--- src/rtl/image_proc_pkg.sv ---
// Shared constants, types and helpers for the image-processing line-buffer controller.
package image_proc_pkg;

  localparam int unsigned LINE_WIDTH = 512;
  localparam int unsigned PIXEL_W    = 8;
  localparam int unsigned NUM_BUFS   = 4;
  localparam int unsigned KERNEL     = 3;

  function automatic int unsigned stored_width(int unsigned lw, int unsigned nb);
    return $clog2(nb * lw + 1);
  endfunction

  localparam int unsigned STORED_W = stored_width(LINE_WIDTH, NUM_BUFS);

  // Index of the buffer 'ofs' positions after 'sel' in a ring of n buffers.
  function automatic int unsigned ring_idx(int unsigned sel, int unsigned ofs, int unsigned n);
    return (sel + ofs) % n;
  endfunction

  typedef enum logic {IDLE, RD} lbc_state_e;

endpackage

--- src/rtl/lbc_wrap_counter.sv ---
// Modulo-N counter with enable; wrap pulses on the enabled cycle that returns the count to 0.
module lbc_wrap_counter #(
  parameter int unsigned N = 4,
  parameter int unsigned W = (N > 1) ? $clog2(N) : 1
) (
  input  logic         axi_clk,
  input  logic         axi_rst,
  input  logic         en,
  output logic [W-1:0] count,
  output logic         wrap
);

  assign wrap = en && (count == W'(N - 1));

  always_ff @(posedge axi_clk or posedge axi_rst) begin
    if (axi_rst) begin
      count <= '0;
    end else if (en) begin
      count <= wrap ? '0 : count + 1'b1;
    end
  end

endmodule

--- src/rtl/line_buffer_ctrl.sv ---
// Steers pixels into a four-line-buffer ring and reads three filled lines as 3x3 windows.
module line_buffer_ctrl #(
  parameter int unsigned LINE_WIDTH = image_proc_pkg::LINE_WIDTH,
  parameter int unsigned PIXEL_W    = image_proc_pkg::PIXEL_W,
  parameter int unsigned NUM_BUFS   = image_proc_pkg::NUM_BUFS,
  parameter int unsigned KERNEL     = image_proc_pkg::KERNEL
) (
  input  logic                                axi_clk,
  input  logic                                axi_rst,
  input  logic [PIXEL_W-1:0]                  pixel_in,
  input  logic                                pixel_vin,
  output logic                                slave_ready,
  output logic [NUM_BUFS-1:0]                 lb_wr_en,
  output logic [PIXEL_W-1:0]                  lb_wr_data,
  output logic [NUM_BUFS-1:0]                 lb_rd_en,
  input  logic [NUM_BUFS*KERNEL*PIXEL_W-1:0]  lb_rd_data,
  input  logic                                master_ready,
  output logic [KERNEL*KERNEL*PIXEL_W-1:0]    window_out,
  output logic                                window_valid,
  output logic                                intr,
  output logic                                ovf
);
  import image_proc_pkg::*;

  localparam int unsigned PTR_W  = $clog2(LINE_WIDTH);
  localparam int unsigned SEL_W  = $clog2(NUM_BUFS);
  localparam int unsigned CNT_W  = stored_width(LINE_WIDTH, NUM_BUFS);
  localparam int unsigned TAP_W  = KERNEL * PIXEL_W;
  localparam int unsigned CAP    = NUM_BUFS * LINE_WIDTH;
  localparam int unsigned THRESH = KERNEL * LINE_WIDTH;

  lbc_state_e                      state_q;
  logic [CNT_W-1:0]                stored_q;
  logic [PTR_W-1:0]                wr_ptr, rd_ptr;
  logic [SEL_W-1:0]                wr_sel, rd_sel;
  logic                            wr_wrap, rd_wrap, wr_sel_wrap, rd_sel_wrap;
  logic                            accept, step;
  logic [KERNEL*KERNEL*PIXEL_W-1:0] window_d, window_q;
  logic                            window_valid_q, intr_q, ovf_q;
  logic                            unused_sel_wrap;

  assign slave_ready = stored_q < CNT_W'(CAP);
  assign accept      = pixel_vin & slave_ready;
  assign step        = (state_q == RD) & master_ready;
  assign lb_wr_data  = pixel_in;

  assign unused_sel_wrap = wr_sel_wrap ^ rd_sel_wrap;

  lbc_wrap_counter #(.N(LINE_WIDTH), .W(PTR_W)) u_wr_ptr (
    .axi_clk (axi_clk),
    .axi_rst (axi_rst),
    .en      (accept),
    .count   (wr_ptr),
    .wrap    (wr_wrap)
  );

  lbc_wrap_counter #(.N(NUM_BUFS), .W(SEL_W)) u_wr_sel (
    .axi_clk (axi_clk),
    .axi_rst (axi_rst),
    .en      (wr_wrap),
    .count   (wr_sel),
    .wrap    (wr_sel_wrap)
  );

  lbc_wrap_counter #(.N(LINE_WIDTH), .W(PTR_W)) u_rd_ptr (
    .axi_clk (axi_clk),
    .axi_rst (axi_rst),
    .en      (step),
    .count   (rd_ptr),
    .wrap    (rd_wrap)
  );

  lbc_wrap_counter #(.N(NUM_BUFS), .W(SEL_W)) u_rd_sel (
    .axi_clk (axi_clk),
    .axi_rst (axi_rst),
    .en      (rd_wrap),
    .count   (rd_sel),
    .wrap    (rd_sel_wrap)
  );

  always_comb begin
    lb_wr_en         = '0;
    lb_wr_en[wr_sel] = accept;
  end

  // Oldest line (rd_sel) lands in the low row of the window.
  always_comb begin
    lb_rd_en = '0;
    window_d = '0;
    for (int unsigned k = 0; k < KERNEL; k++) begin
      lb_rd_en[SEL_W'(ring_idx(32'(rd_sel), k, NUM_BUFS))] = step;
      window_d[k*TAP_W +: TAP_W] =
          lb_rd_data[ring_idx(32'(rd_sel), k, NUM_BUFS)*TAP_W +: TAP_W];
    end
  end

  always_ff @(posedge axi_clk or posedge axi_rst) begin
    if (axi_rst) begin
      state_q        <= IDLE;
      stored_q       <= '0;
      window_q       <= '0;
      window_valid_q <= 1'b0;
      intr_q         <= 1'b0;
      ovf_q          <= 1'b0;
    end else begin
      case ({accept, step})
        2'b10:   stored_q <= stored_q + 1'b1;
        2'b01:   stored_q <= stored_q - 1'b1;
        default: ;
      endcase
      ovf_q          <= ovf_q | (pixel_vin & ~slave_ready);
      window_valid_q <= step;
      intr_q         <= rd_wrap;
      if (step) window_q <= window_d;
      case (state_q)
        IDLE:    if (stored_q >= CNT_W'(THRESH)) state_q <= RD;
        RD:      if (rd_wrap) state_q <= IDLE;
        default: state_q <= IDLE;
      endcase
    end
  end

  assign window_out   = window_q;
  assign window_valid = window_valid_q;
  assign intr         = intr_q;
  assign ovf          = ovf_q;

endmodule

--- config.mk ---
export PLATFORM = sky130hd
export DESIGN_NAME = line_buffer_ctrl
export DESIGN_NICKNAME = d
export VERILOG_FILES = /design/src/rtl/image_proc_pkg.sv /design/src/rtl/lbc_wrap_counter.sv /design/src/rtl/line_buffer_ctrl.sv
export SDC_FILE = /design/constraint.sdc
export NUM_CORES = 1
export LEC_CHECK = 0
export BUFFER_PORTS_ARGS = -buffer_cell sky130_fd_sc_hd__buf_4
export CAP_MARGIN = 20
export CORE_ASPECT_RATIO = 0.7
export CORE_MARGIN = 5
export CORE_UTILIZATION = 47
export DETAILED_ROUTE_END_ITERATION = 8
export GPL_TIMING_DRIVEN = 0
export PLACE_DENSITY = 0.77
export SLEW_MARGIN = 5
export SYNTH_ARGS = -nofsm -noshare
export SYNTH_HDL_FRONTEND = slang
export SYNTH_SLANG_ARGS = --single-unit
--- constraint.sdc ---
create_clock -name axi_clk -period 3.75 [get_ports axi_clk]
set_clock_uncertainty 0.15 [all_clocks]
set_input_delay 0.75 -clock axi_clk [delete_from_list [all_inputs] [get_ports axi_clk]]
set_output_delay 0.75 -clock axi_clk [all_outputs]
set_load 0.05 [all_outputs]
# After elaboration in Yosys (flattened, before gate mapping)
# Cells that the tools add are included.
[classes] add_sub_neg=8 mul=3 magnitude_cmp=10 eq_ne=6 shift=3 n_mux=18 n_bitwise=8 reduce_logical=9
[ops] operator="$shiftx 96x8->24" n=3
[ops] operator="$pmux 12 s2" n=1
[ops] operator="$add 9x1->9 const B" n=2
[ops] operator="$eq 9x9->1 const B" n=2
[ops] operator="$mux 9" n=2
[ops] operator="$add 12x1->12 const B" n=1
[ops] operator="$ge 12x11->1 const B" n=1
[ops] operator="$lt 12x12->1 const B" n=1
[ops] operator="$lt 2x3->1 const B" n=4
[ops] operator="$mul 2x2->4 const B" n=3
[ops] operator="$sub 12x1->12 const B" n=1
[ops] operator="$and 4x4->4" n=2
[ops] operator="$bwmux 4" n=2
[ops] operator="$demux 1 s2" n=4
[ops] operator="$ge 2x1->1 const B" n=4
[ops] operator="$logic_and 1x1->1" n=8
[ops] operator="$add 2x1->2 const B" n=3
[ops] operator="$eq 2x2->1 const B" n=3
[ops] operator="$mux 1" n=6
[ops] operator="$mux 2" n=2
[ops] operator="$and 1x1->1" n=3
[ops] operator="$add 2x2->2 const B" n=1
[ops] operator="$eq 2x1->1 const B" n=1
[ops] operator="$not 1->1" n=2
[ops] operator="other kinds (3)" n=3
[word_totals] reg_bits=110 input_bits=108 word_cells=75

# Depth between registers and ports, before layout
[depth] word_depth=7 ltp_mapped=15 mapped_depth_nobuf=10

# Hierarchy
# Synthesis repeated with hierarchy kept, for this count alone.
[hier_totals] hier_cells=689 area_unflattened_um2=6690.2
[by_module_without_submodules] mod="line_buffer_ctrl" n_inst=1 cells_per_inst=567 area_per_inst_um2=5514.0 seq_area_each_um2=2202.1
[by_module_without_submodules] mod="lbc_wrap_counter at u_rd_ptr ..." n_inst=2 cells_per_inst=53 area_per_inst_um2=488.0 seq_area_each_um2=225.2
[by_module_without_submodules] mod="lbc_wrap_counter at u_rd_sel ..." n_inst=2 cells_per_inst=8 area_per_inst_um2=100.1 seq_area_each_um2=50.0

# Worst setup path before layout
# No wires, ideal clock.
[synth_path] path_type="input-to-reg" from="in master_ready" to="reg stored_q[10]" setup_ns=0.137 t_arrival_ns=3.371 required_time_ns=3.463 setup_slack_ns=0.092 cell_stages=15 path_buffers=5 path_cell_list="nand2_1 -> inv_1 -> clkbuf_1 -> clkbuf_1 -> ha_1 -> buf_4 -> buf_6 -> buf_2 -> xor2_1 -> ha_1 -> nand4bb_1 -> and4_1 -> nor3_1 -> o32ai_1 -> xor2_1"
[synth_via] elab_chain_len=3 elab_cells_between_ends=5
[synth_lines] element="from (decl)" line_no="line_buffer_ctrl.sv:17" source="input logic master_ready,"
[synth_lines] element="$and 1x1->1 (*)" line_no="line_buffer_ctrl.sv:44" source="assign step = (state_q == RD) & master_ready;"
[synth_lines] element="net step" line_no="line_buffer_ctrl.sv:37" source="logic accept, step;"
[synth_lines] element="$eq 2x1->1 or $eq 2x2->1 (tied branches)" line_no="line_buffer_ctrl.sv:106" source="case ({accept, step})"
[synth_lines] element="$pmux 12 s2 or $reduce_bool 2->1 (tied branches)"
[synth_lines] element="to (signal assigned)" line_no="line_buffer_ctrl.sv:107" source="2'b10: stored_q <= stored_q + 1'b1;"
[synth_lines] element="to (signal assigned)" line_no="line_buffer_ctrl.sv:108" source="2'b01: stored_q <= stored_q - 1'b1;"
[synth_lines] element="to (decl)" line_no="line_buffer_ctrl.sv:33" source="logic [CNT_W-1:0] stored_q;"
# The timed path passes the listed nets; every way through them passes the cells marked *.
# A chain may end at the register's enable or synchronous reset.

# Final worst setup path
# Ends and elaborated chain as after synthesis.

==> impl_metrics.toml <==
[run_status]
outcome = "completed"

[yosys]
synth_seq_cells = 110
async_flop_share = 1.00
yosysWarnings = 0
synth_enable_flop_cells = 0
syn_area_um2 = 6680
syn_avg_cell_area_um2 = 9.18
syn_nets = 851
synth.distinct_cells = 58
ys_seq_area_frac = 0.412
ys.flop_type = "dfrtp_1"
postSynthCellCount = 728

[die]
dieArea_um2 = 16700
initial_core_util = 0.480
die_y_um = 110
die_w_um = 153
coreArea_um2 = 13900
rows = 36
io_pins = 200

[finish]
n_antenna_cell = 0
design_area_um2 = 8730
drive_gt1_frac = 0.330
layout.nets = 1055
area_growth_pct = 30.7
layout_common_cells = "202 x buf_4, 149 x nand2_1, 110 x dfrtp_1, 69 x nor2_1"
final_common_cell = "buf_4"
finalNonFillerCells = 1126

[critical_path]
arrival_ps = 3750
crit_end = "stored_q[10]"
r2r_start = "state_q"
worstPathCellList = "buf_4 > nand2_2 > clkinvlp_4 > clkbuf_4 > ha_1 > buf_4 > buf_6 > buf_2 > xor2_1 > ha_1 > nand4bb_1 > and4_2 > nor3_2 > o32ai_1 > xor2_1"
reg2regPathDepth = 14
rrSetupSlack_ps = 200
r2r_end = "stored_q[10]"
critPathSlowestCell = "o32ai_1"
end_kind = "flip-flop"
crit_fanout = 12
crit_path_start = "master_ready"
required_ps = 3870
cpPeakStageDelay_ps = 400
startpoint_type = "input pin"
critPathKind = "input pin to flip-flop"

[placement]
dpl-instance-area_um2 = 8420
gp_congestion = 0.947
placed_cells = 1112
io_buffers = 191
hpwl_um = 16600

[timing]
slew_headroom = 0.447
fmax_mhz = 275
period_share = 0.968
maxSlewViolCount = 0
fin_crit_ps = 3630
worstMarginPinSlew_ps = 829
grt_setup_unrepaired = "false"
setup_tns_ps = 0
whs_ps = 182
finalHoldViolations = 0
setup_viol = 0

[global_route]
grt_max_degree = 40
grt_usage = 0.256
grt_antenna_before_repair = 0
grt_pass1_wl_um = 33800
grt_pass1_vias = 6107
grt-ovfl-total = 0

[clock_tree]
clk_pin_slew_ps = 70
clkLatencyLatePin_ps = 350
cts_tree = "done"
numCtsBuffers = 9
cts_buffer_depth = 2
holdBufCountCts = 0
clock_sinks = 110
htree_levels = 3
clock-root-buffer = "clkbuf_16"

[power_and_ir_drop]
power.density_nw_per_um2 = 472
vdd_drop_max_v = 0.000316
p_leak_nw = 4.25

[hold_path]
hold_class = "input pin to asynchronous set/reset pin"

[routing]
initialDrtViolationCount = 720
postRouteAntennaNets = 0
vias = 6396
wl_per_cell_um = 19.3
dr.pass1.iters = 6
wirelength_um = 21700
via_per_inst = 5.68
route.detailed.drc = 0

[job]
maxCapViolations = 0
[where the power goes]
group | internal, mW | switching (mW) | total (mW)
clock | 0.517 | 0.451 | 0.968
sequential | 1.39 | 0.162 | 1.55
combinational | 0.620 | 0.987 | 1.61
[area by class of cell]
cell class	instances	area, um^2
multi-input combinational	544	3570
inverter	10	45.0
buffer	62	343
clock inverter	5	58.8
clock buffer	10	229
timing repair buffer	195	1500
fill	1201	5180
sequential	110	2750
tap	190	238
[metal layers]
layer  vias to the layer above  wire [um]  track usage  part of all wire
met2                       367       9470        0.375              0.44
met3                        39       2120       0.0806             0.098
met5                         -          0            0                 0
li1                       2939          -            -                 -
met4                         0        493       0.0687             0.023
met1                      3051       9650        0.369              0.44
[cells by family after synthesis]
family,count (synthesis),share of synthesized area
compound gates,148,0.123
xor+xnor,16,0.0210
fa+ha+maj,15,0.0281
buf+inv,74,0.0560
flops,110,0.412
mux,78,0.168
simple gates,287,0.193
[how the worst min path moves through the flow]
stage                                  from                 to  slack, ps  cells after the start
after floorplan           u_rd_ptr.count[8]  u_rd_ptr.count[8]        300                      2
after global placement                  ovf                ovf        300                      1
after detailed placement                ovf                ovf        300                      1
after CTS                           axi_rst     window_out[50]        180                      2
after global routing                axi_rst     window_out[50]        190                      2
final                               axi_rst     window_out[50]        180                      2
[registers in the layout, indices dropped and copies added, names as in the netlist]
name            count
u_wr_ptr.count      9
window_valid        1
window_out         72
u_rd_ptr.count      9
ovf                 1
intr                1
u_rd_sel.count      2
stored_q           12
u_wr_sel.count      2
state_q             1
[worst max-delay path: cells and delay by family]
kind	cells	cell delay [ps]
buf+inv	6	1040
simple gates	4	650
fa+ha+maj	2	550
compound gates	1	400
xor+xnor	2	350
[timing repair]
item | CTS | global route
gates resized for setup | 4 | 7
endpoints found under the setup margin | 16 | 11
buffers inserted | 1 | 0
[synth_stat cells, types with 2 or more instances]
master	number	area, um^2
nor4_1	2	12.5
o221ai_1	2	17.5
or3_1	3	18.8
and4b_1	2	20.0
buf_4	9	67.6
nor3_1	16	80.1
nand4bb_1	2	22.5
a2bb2oi_1	2	17.5
xor2_1	10	87.6
dfrtp_1	110	2750
a211o_1	2	17.5
inv_1	9	33.8
a21oi_1	62	310
buf_6	4	45.0
xnor2_1	6	52.6
mux4_2	24	541
ha_1	15	188
nor2b_1	2	12.5
nand3b_1	5	37.5
mux2_2	28	315
a21o_1	3	22.5
buf_2	17	85.1
nor3b_1	3	22.5
and2_1	5	31.3
nand3_1	8	40.0
a31oi_1	3	18.8
nand4_1	4	25.0
and3b_1	2	17.5
o21ai_0	62	310
nand2_1	150	563
nor2_1	69	259
nand4b_1	2	17.5
clkbuf_1	31	116
and3_1	5	31.3
mux2i_1	25	250
a211oi_1	2	15.0
[through the flow]
stage           util  power (mW)  worst slack (ps)
5_1_grt        0.627        4.35              8.64
3_3_place_gp   0.601        3.11             -1150
6_report       0.627        4.12               118
2_1_floorplan      -        2.67              92.1
4_1_cts        0.626        4.11              11.2
3_5_place_dp   0.605        3.15             -1190
Power figures use the tool's default switching activity.
